[src/rtl/cia_serial_port_if.sv]
// Register-bus view of the CIA serial data port: SDR write strobe, address,
// write data and the SDR readback value.
interface cia_serial_port_if;
    logic       we;
    logic [3:0] addr;
    logic [7:0] data;
    logic [7:0] sdr;

    modport master (output we, addr, data, input sdr);
    modport slave  (input we, addr, data, output sdr);
endinterface

[src/rtl/cia_serial_port.sv]
// CIA serial data port: SDR register with an 8-bit shifter that either shifts
// in on external CNT rising edges or shifts out clocked by timer A underflows.
module cia_serial_port #(
    parameter int NBITS = 8
) (
    input  logic              clk,
    input  logic              res_n,
    input  logic              phi2_dn,
    cia_serial_port_if.slave  bus,
    input  logic              spmode,
    input  logic              ta_underflow,
    input  logic              cnt_in,
    input  logic              sp_in,
    output logic              cnt_out,
    output logic              sp_out,
    output logic              irq_sp
);

    localparam int CW = $clog2(NBITS) + 1;
    localparam logic [CW-1:0] LAST_BIT = CW'(NBITS - 1);

    typedef enum logic {IDLE, SHIFT} state_t;

    state_t         state_q;
    logic [7:0]     sdr_q;
    logic [7:0]     shifter_q;
    logic [CW-1:0]  bitcnt_q;
    logic           cnt_prev_q;
    logic           cnt_out_q;
    logic           sp_out_q;
    logic           irq_q;
    logic           pending_q;
    logic           spmode_q;

    logic           sdr_wr;
    logic [7:0]     shift_in_d;

    assign sdr_wr     = bus.we && (bus.addr == 4'hC);
    assign shift_in_d = {shifter_q[6:0], sp_in};

    always_ff @(posedge clk) begin
        if (!res_n) begin
            state_q    <= IDLE;
            sdr_q      <= 8'h00;
            shifter_q  <= 8'h00;
            bitcnt_q   <= '0;
            cnt_prev_q <= 1'b1;
            cnt_out_q  <= 1'b1;
            sp_out_q   <= 1'b1;
            irq_q      <= 1'b0;
            pending_q  <= 1'b0;
            spmode_q   <= spmode;
        end else if (phi2_dn) begin
            spmode_q   <= spmode;
            cnt_prev_q <= cnt_in;
            irq_q      <= 1'b0;
            if (sdr_wr) begin
                sdr_q <= bus.data;
            end

            if (spmode != spmode_q) begin
                // Mode switch aborts any transfer; shifter and SDR survive.
                state_q   <= IDLE;
                bitcnt_q  <= '0;
                pending_q <= 1'b0;
                cnt_out_q <= 1'b1;
                if (!spmode) begin
                    sp_out_q <= 1'b1;
                end
            end else if (!spmode) begin
                state_q   <= IDLE;
                cnt_out_q <= 1'b1;
                sp_out_q  <= 1'b1;
                if (!cnt_prev_q && cnt_in) begin
                    shifter_q <= shift_in_d;
                    if (bitcnt_q == LAST_BIT) begin
                        sdr_q    <= shift_in_d;
                        bitcnt_q <= '0;
                        irq_q    <= 1'b1;
                    end else begin
                        bitcnt_q <= bitcnt_q + 1'b1;
                    end
                end
            end else begin
                case (state_q)
                    IDLE: begin
                        cnt_out_q <= 1'b1;
                        if (ta_underflow && pending_q) begin
                            shifter_q <= sdr_q;
                            pending_q <= 1'b0;
                            sp_out_q  <= sdr_q[7];
                            bitcnt_q  <= '0;
                            state_q   <= SHIFT;
                        end
                    end
                    SHIFT: begin
                        if (ta_underflow) begin
                            if (cnt_out_q) begin
                                cnt_out_q <= 1'b0;
                            end else begin
                                cnt_out_q <= 1'b1;
                                if (bitcnt_q == LAST_BIT) begin
                                    irq_q    <= 1'b1;
                                    bitcnt_q <= '0;
                                    if (pending_q) begin
                                        shifter_q <= sdr_q;
                                        pending_q <= 1'b0;
                                        sp_out_q  <= sdr_q[7];
                                    end else begin
                                        // shifter[7] is the bit currently on SP.
                                        sp_out_q <= shifter_q[7];
                                        state_q  <= IDLE;
                                    end
                                end else begin
                                    shifter_q <= {shifter_q[6:0], 1'b0};
                                    bitcnt_q  <= bitcnt_q + 1'b1;
                                    sp_out_q  <= shifter_q[6];
                                end
                            end
                        end
                    end
                    default: state_q <= IDLE;
                endcase
                // A write coinciding with a reload queues the next byte.
                if (sdr_wr) begin
                    pending_q <= 1'b1;
                end
            end
        end
    end

    assign bus.sdr = sdr_q;
    assign cnt_out = cnt_out_q;
    assign sp_out  = sp_out_q;
    assign irq_sp  = irq_q;

endmodule

[src/flat_wrapper.sv]
// flat-port wrapper written by rule: the top's interface ports become plain ports
module cia_serial_port_flat 
#(
    parameter int NBITS = 8
)
  (clk, res_n, phi2_dn, spmode, ta_underflow, cnt_in, sp_in, cnt_out, sp_out, irq_sp, bus_we, bus_addr, bus_data, bus_sdr);
  cia_serial_port_if bus_i ();
  input  logic clk;
  input  logic res_n;
  input  logic phi2_dn;
  input  logic spmode;
  input  logic ta_underflow;
  input  logic cnt_in;
  input  logic sp_in;
  output logic cnt_out;
  output logic sp_out;
  output logic irq_sp;
  input wire logic [$bits(bus_i.we)-1:0] bus_we;
  input wire logic [$bits(bus_i.addr)-1:0] bus_addr;
  input wire logic [$bits(bus_i.data)-1:0] bus_data;
  output wire logic [$bits(bus_i.sdr)-1:0] bus_sdr;
  assign bus_i.we = bus_we;
  assign bus_i.addr = bus_addr;
  assign bus_i.data = bus_data;
  assign bus_sdr = bus_i.sdr;
  cia_serial_port #(.NBITS(NBITS)) u_core (.clk(clk), .res_n(res_n), .phi2_dn(phi2_dn), .bus(bus_i), .spmode(spmode), .ta_underflow(ta_underflow), .cnt_in(cnt_in), .sp_in(sp_in), .cnt_out(cnt_out), .sp_out(sp_out), .irq_sp(irq_sp));
endmodule
[config.mk]
export PLATFORM = sky130hd
export DESIGN_NAME = cia_serial_port_flat
export DESIGN_NICKNAME = d
export VERILOG_FILES = /design/src/rtl/cia_serial_port_if.sv /design/src/rtl/cia_serial_port.sv /design/src/flat_wrapper.sv
export SDC_FILE = /design/constraint.sdc
export NUM_CORES = 1
export LEC_CHECK = 0
export ABC_AREA = 1
export BUFFER_PORTS_ARGS = -buffer_cell sky130_fd_sc_hd__buf_2
export CAP_MARGIN = 20
export CORE_UTILIZATION = 50
export DETAILED_ROUTE_END_ITERATION = 6
export PLACE_DENSITY_LB_ADDON = 0.3
export SYNTH_ARGS = -nofsm -noshare
export SYNTH_HDL_FRONTEND = slang
export SYNTH_SLANG_ARGS = --single-unit
export TNS_END_PERCENT = 30
[constraint.sdc]
create_clock -name clk -period 1.5 [get_ports clk]
set_input_delay 0.15 -clock clk [delete_from_list [all_inputs] [get_ports clk]]
set_output_delay 0.15 -clock clk [all_outputs]
set_load 0.02 [all_outputs]
### After elaboration in Yosys (flattened, before gate mapping)

Cells that the tools add are included.

* $mul: 0
* shift operators: 0
* $add $sub $neg: 1
* eq/ne operators: 16
* multiplexer cells: 60
* bitwise operators: 2
* magnitude comparators: 0
* reduce and logical (&&, ||, !) cells: 12
* divide/modulo/power cells: 0

Operator list (number)
* 2-to-1 mux 8 bit: 12
* 2-to-1 mux 1 bit: 35
* 2-to-1 mux 4 bit: 7
* inequality test 4 bit, second input constant: 6
* one-hot mux 8 bit (2 select lines): 1
* AND reduction 5 bit: 2
* one-hot mux 1 bit (2 select lines): 4
* one-hot mux 4 bit (2 select lines): 1
* AND reduction 7 bit: 1
* inequality test 3 bit, second input constant: 2
* AND reduction 6 bit: 1
* adder 4 x 1 -> 4 bit, second input constant: 1
* equality test 4 x 3 -> 1 bit, second input constant: 1
* equality test 4 bit, second input constant: 1
* inequality test 4 x 1 -> 1 bit, second input constant: 1
* inequality test 4 x 2 -> 1 bit, second input constant: 1
* nonzero test 2 bit: 2
* logical AND 1 bit: 3
* inequality test 3 x 2 -> 1 bit, second input constant: 1
* nonzero test 3 bit: 1
* inequality test 2 x 1 -> 1 bit, second input constant: 1
* inequality test 2 bit, second input constant: 1
* inverter 1 bit: 2
* AND reduction 2 bit: 1
* other kinds (2): 2

* ROM bits: 0
* input port bits: 20
* register bits after elaboration: 27
* memories kept: 0
* logic and storage cells: 101
* output and inout port bits: 11
* memory bits (writable): 0
* bits in latches: 0

### Depth between registers and ports, before layout

* word-level depth: 8
* gate-level depth with buffers: 11
* depth with buffers taken out: 11

### Worst setup path after synthesis

Ideal clock, no wire load.

* kind: flip-flop to flip-flop
* start point: register u_core.spmode_q
* end point: register u_core.sdr_q[1], in the netlist u_core.bus.sdr[1]
* data arrival time: 1.357 ns
* stages on the path, launching flop included: 8
* clock period less this slack: 1.477 ns
* setup slack: 0.023 ns
* buffers on the path: 1
* library setup time: 0.120 ns
* cell sequence: edfxtp_1 -> inv_1 -> ha_1 -> inv_1 -> nand3_4 -> buf_6 -> o211ai_1 -> nand2_1

* longest elaborated chain between the ends: 2

Ends and longest elaborated chain
* start, declared: RTL line cia_serial_port.sv:33 `logic spmode_q;`
* start signal, assigned: RTL line cia_serial_port.sv:52 `spmode_q <= spmode;`
* start signal, assigned: RTL line cia_serial_port.sv:54 `spmode_q <= spmode;`
* inequality test 1 bit: RTL line cia_serial_port.sv:61 `if (spmode != spmode_q) begin`
* 2-to-1 mux 8 bit: RTL line cia_serial_port.sv:61
* end signal, assigned: RTL line cia_serial_port.sv:58 `sdr_q <= bus.data;`
* end signal, assigned: RTL line cia_serial_port.sv:77 `sdr_q <= shift_in_d;`
* end, declared: RTL line cia_serial_port.sv:25 `logic [7:0] sdr_q;`

Every way passes these cells.
A chain may end at the register's enable or synchronous reset.

### Worst setup path in the final report

* start point: register u_core.spmode_q
* end point: register u_core.shifter_q[2]

* longest elaborated chain between the ends: 3

Ends and longest elaborated chain
* inequality test 1 bit: RTL line cia_serial_port.sv:61
* inverter 1 bit (no source line)
* AND reduction 7 bit (no source line)
* end signal, assigned: RTL line cia_serial_port.sv:75 `shifter_q <= shift_in_d;`
* end signal, assigned: RTL line cia_serial_port.sv:89 `shifter_q <= sdr_q;`
* end signal, assigned: RTL line cia_serial_port.sv:106 `shifter_q <= sdr_q;`
* end, declared: RTL line cia_serial_port.sv:26 `logic [7:0] shifter_q;`

Every way passes these cells.

==> results by group <==
Run status
  – Status: complete, but fails checks
  – Failing checks: setup timing

Floorplan
  – Num rows: 20
  – Starting Density: 0.5416
  – Die height: between 60 and 70 um
  – IO Count: 31
  – Core area: between 3000 and 4000 sq um
  – Die area: 3625 sq um
  – Die Width: between 60 and 70 um

Min path
  – HP Class: input port to register

Global routing
  – Gr usage total: 0.2353
  – Largest net degree at the start of global routing: 18
  – Initial antenna violation count: 0
  – Vias in the first global route: approximately 1500
  – First-pass GRT wire length: 6.417 mm
  – Grt total ovfl: 0

Setup path
  – WS Path Type: register to register
  – Arrival @ worst endpoint: 1.80 ns
  – Critical Path RT: about 1.8 ns
  – CP Launch Type: register
  – Crit. End Element: register
  – Max Fanout on Critical Path: 8

Power
  – Seq pwr share: 0.531
  – Int Pwr: approximately 1 mW
  – Pwr/cell area: approximately 680 nW/um^2
  – Sw frac: 0.3135
  – Peak supply drop: roughly 0.46 mV
  – Clock power frac: 0.238
  – Static Leak: between 1 and 1.5 nW
  – P_sw: around 0.45 mW
  – Gate power share: 0.231

Placed design
  – Area after DPL: just under 2000 sq um
  – Placed Cells: 328
  – Buffers added on ports: 30
  – Routability-driven placement congestion ratio: roughly 0.90
  – Worst setup slack after placement: -0.04612 ns
  – DP Wirelength: 2.836 mm

Logic synthesis
  – Yosys reg bits: 27
  – FFs w/ async S/R, synth: 0
  – Synth top area cells: dfxtp_1 31%, nand2_1 16%, inv_1 7.3%, o211ai_1 6.2%, nor2_1 4.9%
  – Cell variety after synth: 32
  – Syn Nets: 268
  – Largest area contributor in the netlist: dfxtp_1
  – Syn Inst Count: ~240
  – Syn avg cell area: 6.943 sq um
  – Sequential area share after synthesis: 0.3250
  – Post-synth top area share: 0.3072
  – Main synth FF type: dfxtp_1
  – Yosys warns: 0
  – Number of synthesized flops with an enable pin: 1
  – Post-Synthesis Cell Area: around 1700 sq um

Clock network
  – CTS Buf Count: 3
  – H-tree level count: 1
  – Number of clock sinks: 27
  – Root Driver: clkbuf_4
  – Clock transition at path regs: ~0.16 ns
  – Worst-skew pair later-pin latency: around 0.34 ns
  – CTS tree: yes
  – Hold Buf Count CTS: 0
  – CTS max path bufs: 2

STA
  – Final critical-path setup slack: -0.01473 ns
  – Min cycle time layout: 1.515 ns
  – Slew Limit Fails: 0
  – Hold Vio Cnt, Final: 0
  – Fin Hold WS: ~0.05 ns
  – Final worst path period share: 1.010
  – Slew HR: 0.8168
  – Tightest Pin Transition: about 0.27 ns
  – Setup Viol. Count Final: 4
  – RSZ-0062 raised after global routing: yes
  – Fmax: ~660 MHz
  – Worst Clk Skew: around 0.0023 ns

Drt
  – Mean routed wirelength per cell: ~12 um
  – Routed vias/inst: 5.068
  – Antenna-violating nets left: 0
  – WL final: 3.983 mm
  – DRC Markers: 0
  – Detailed-route via count: roughly 1700
  – TritonRoute pass-1 iters: 4
  – Violation count after the first detailed-route iteration: 85

Cells and area
  – Final Non-Filler Cells: approximately 340
  – Number of fill cells: 270
  – Post-route cell area: roughly 2100 sq um
  – Most frequent cells in the layout: 69 x nand2_1, 31 x inv_1, 30 x buf_2
  – Final core utilization: 0.6728
  – Share of cells above drive strength 1: 0.3048
  – Multi-input gate area: ~1000 sq um
  – Layout area overhead: 24.22%
  – Commonest non-fill, non-tap cell in the layout: nand2_1
  – Layout Nets: 317
  – Diodes inserted: 0
  – Seq. cell area: approximately 550 sq um

Run
  – Total of max-cap violations: 0
stage by stage:
step	setup TNS, ns	power, mW
5_1_grt	-0.4980	1.515
4_1_cts	-0.01850	1.416
6_report	-0.03398	1.441
3_3_place_gp	-0.01721	1.063
2_1_floorplan	0	0.9610
3_5_place_dp	-0.3298	1.068
power groups by stage:
stage | combinational (mW) | clock, mW | sequential, mW
finish | 0.332 | 0.343 | 0.766
global route | 0.369 | 0.376 | 0.770
CTS | 0.305 | 0.348 | 0.763
detailed placement | 0.290 | 0 | 0.777
global placement | 0.287 | 0 | 0.777
floorplan | 0.180 | 0 | 0.781
logic make-up (layout without fill, tap and decap cells):
logic type,Yosys count,after routing,synth area share
buffers and inverters,42,89,0.1063
and+or+nand+nor,129,130,0.3767
xor gates and xnor gates,1,1,0.005171
adders and majority gates,4,4,0.02954
DFF,27,27,0.3250
AOI/OAI and AO/OA,41,41,0.1573
state kept, by name, indices dropped and copies added (netlist names):
| name | flops |
|---|---|
| u_core.bus.sdr | 8 |
| u_core.shifter_q | 8 |
| u_core.bitcnt_q | 4 |
| u_core.cnt_out | 1 |
| u_core.cnt_prev_q | 1 |
| u_core.irq_sp | 1 |
| u_core.pending_q | 1 |
| u_core.sp_out | 1 |
| u_core.spmode_q | 1 |
| u_core.state_q | 1 |
layout make-up:
class	count	area share
Timing Repair Buffer	48	0.1356
Clock buffer	3	0.01070
Clock inverter	1	0.002973
Multi-Input combinational cell	176	0.4941
Inverter	37	0.06778
Tap cell	44	0.02616
Sequential cell	27	0.2628
per-layer routing:
metal | up-vias | wire (um) | global-route usage
met2 | 48 | 1875 | 0.3658
li1 | 886 | - | -
met1 | 764 | 1845 | 0.3118
met5 | - | 0 | 0
met4 | 0 | 57 | 0.1130
met3 | 5 | 205 | 0.04113
final timing paths:
kind | startpoint | to | slack (ns) | cells after the start
max | u_core.spmode_q$_DFFE_PP_ | u_core.shifter_q[2]$_SDFFE_PN0P_ | -0.01 | 9
min | cnt_in | u_core.cnt_prev_q$_SDFFE_PN1P_ | 0.05 | 3
max reg2reg | u_core.spmode_q$_DFFE_PP_ | u_core.shifter_q[2]$_SDFFE_PN0P_ | -0.01 | 9
min reg2reg | u_core.cnt_prev_q$_SDFFE_PN1P_ | u_core.cnt_prev_q$_SDFFE_PN1P_ | 0.47 | 2
Yosys cell counts (3+ instances only):
cell type  instances
a21oi_1           13
dfxtp_1           26
ha_1               4
inv_1             33
nand2_1           70
nand2_2            5
nand3_1           15
nand3_4            3
nor2_1            22
nor3_1             3
o211ai_1          14
o21ai_0            7
critical path, stage by stage, from the launching register on:
cell and delay, ns:
edfxtp_1 0.44, inv_2 0.10, ha_4 0.21, nor2_4 0.12, nand2_2 0.08, inv_4 0.08, nand2_4 0.06, nor2_8 0.13
nand3_1 0.10, a21oi_2 0.13
what timing repair did:
item                       in CTS  in global routing
pin swaps                       1                  5
gates resized for setup         5                 13
cloned                          1                  0
setup endpoints to repair      20                 21
setup buffers                   0                  3
No activity file was read; power rests on OpenSTA's default activity.
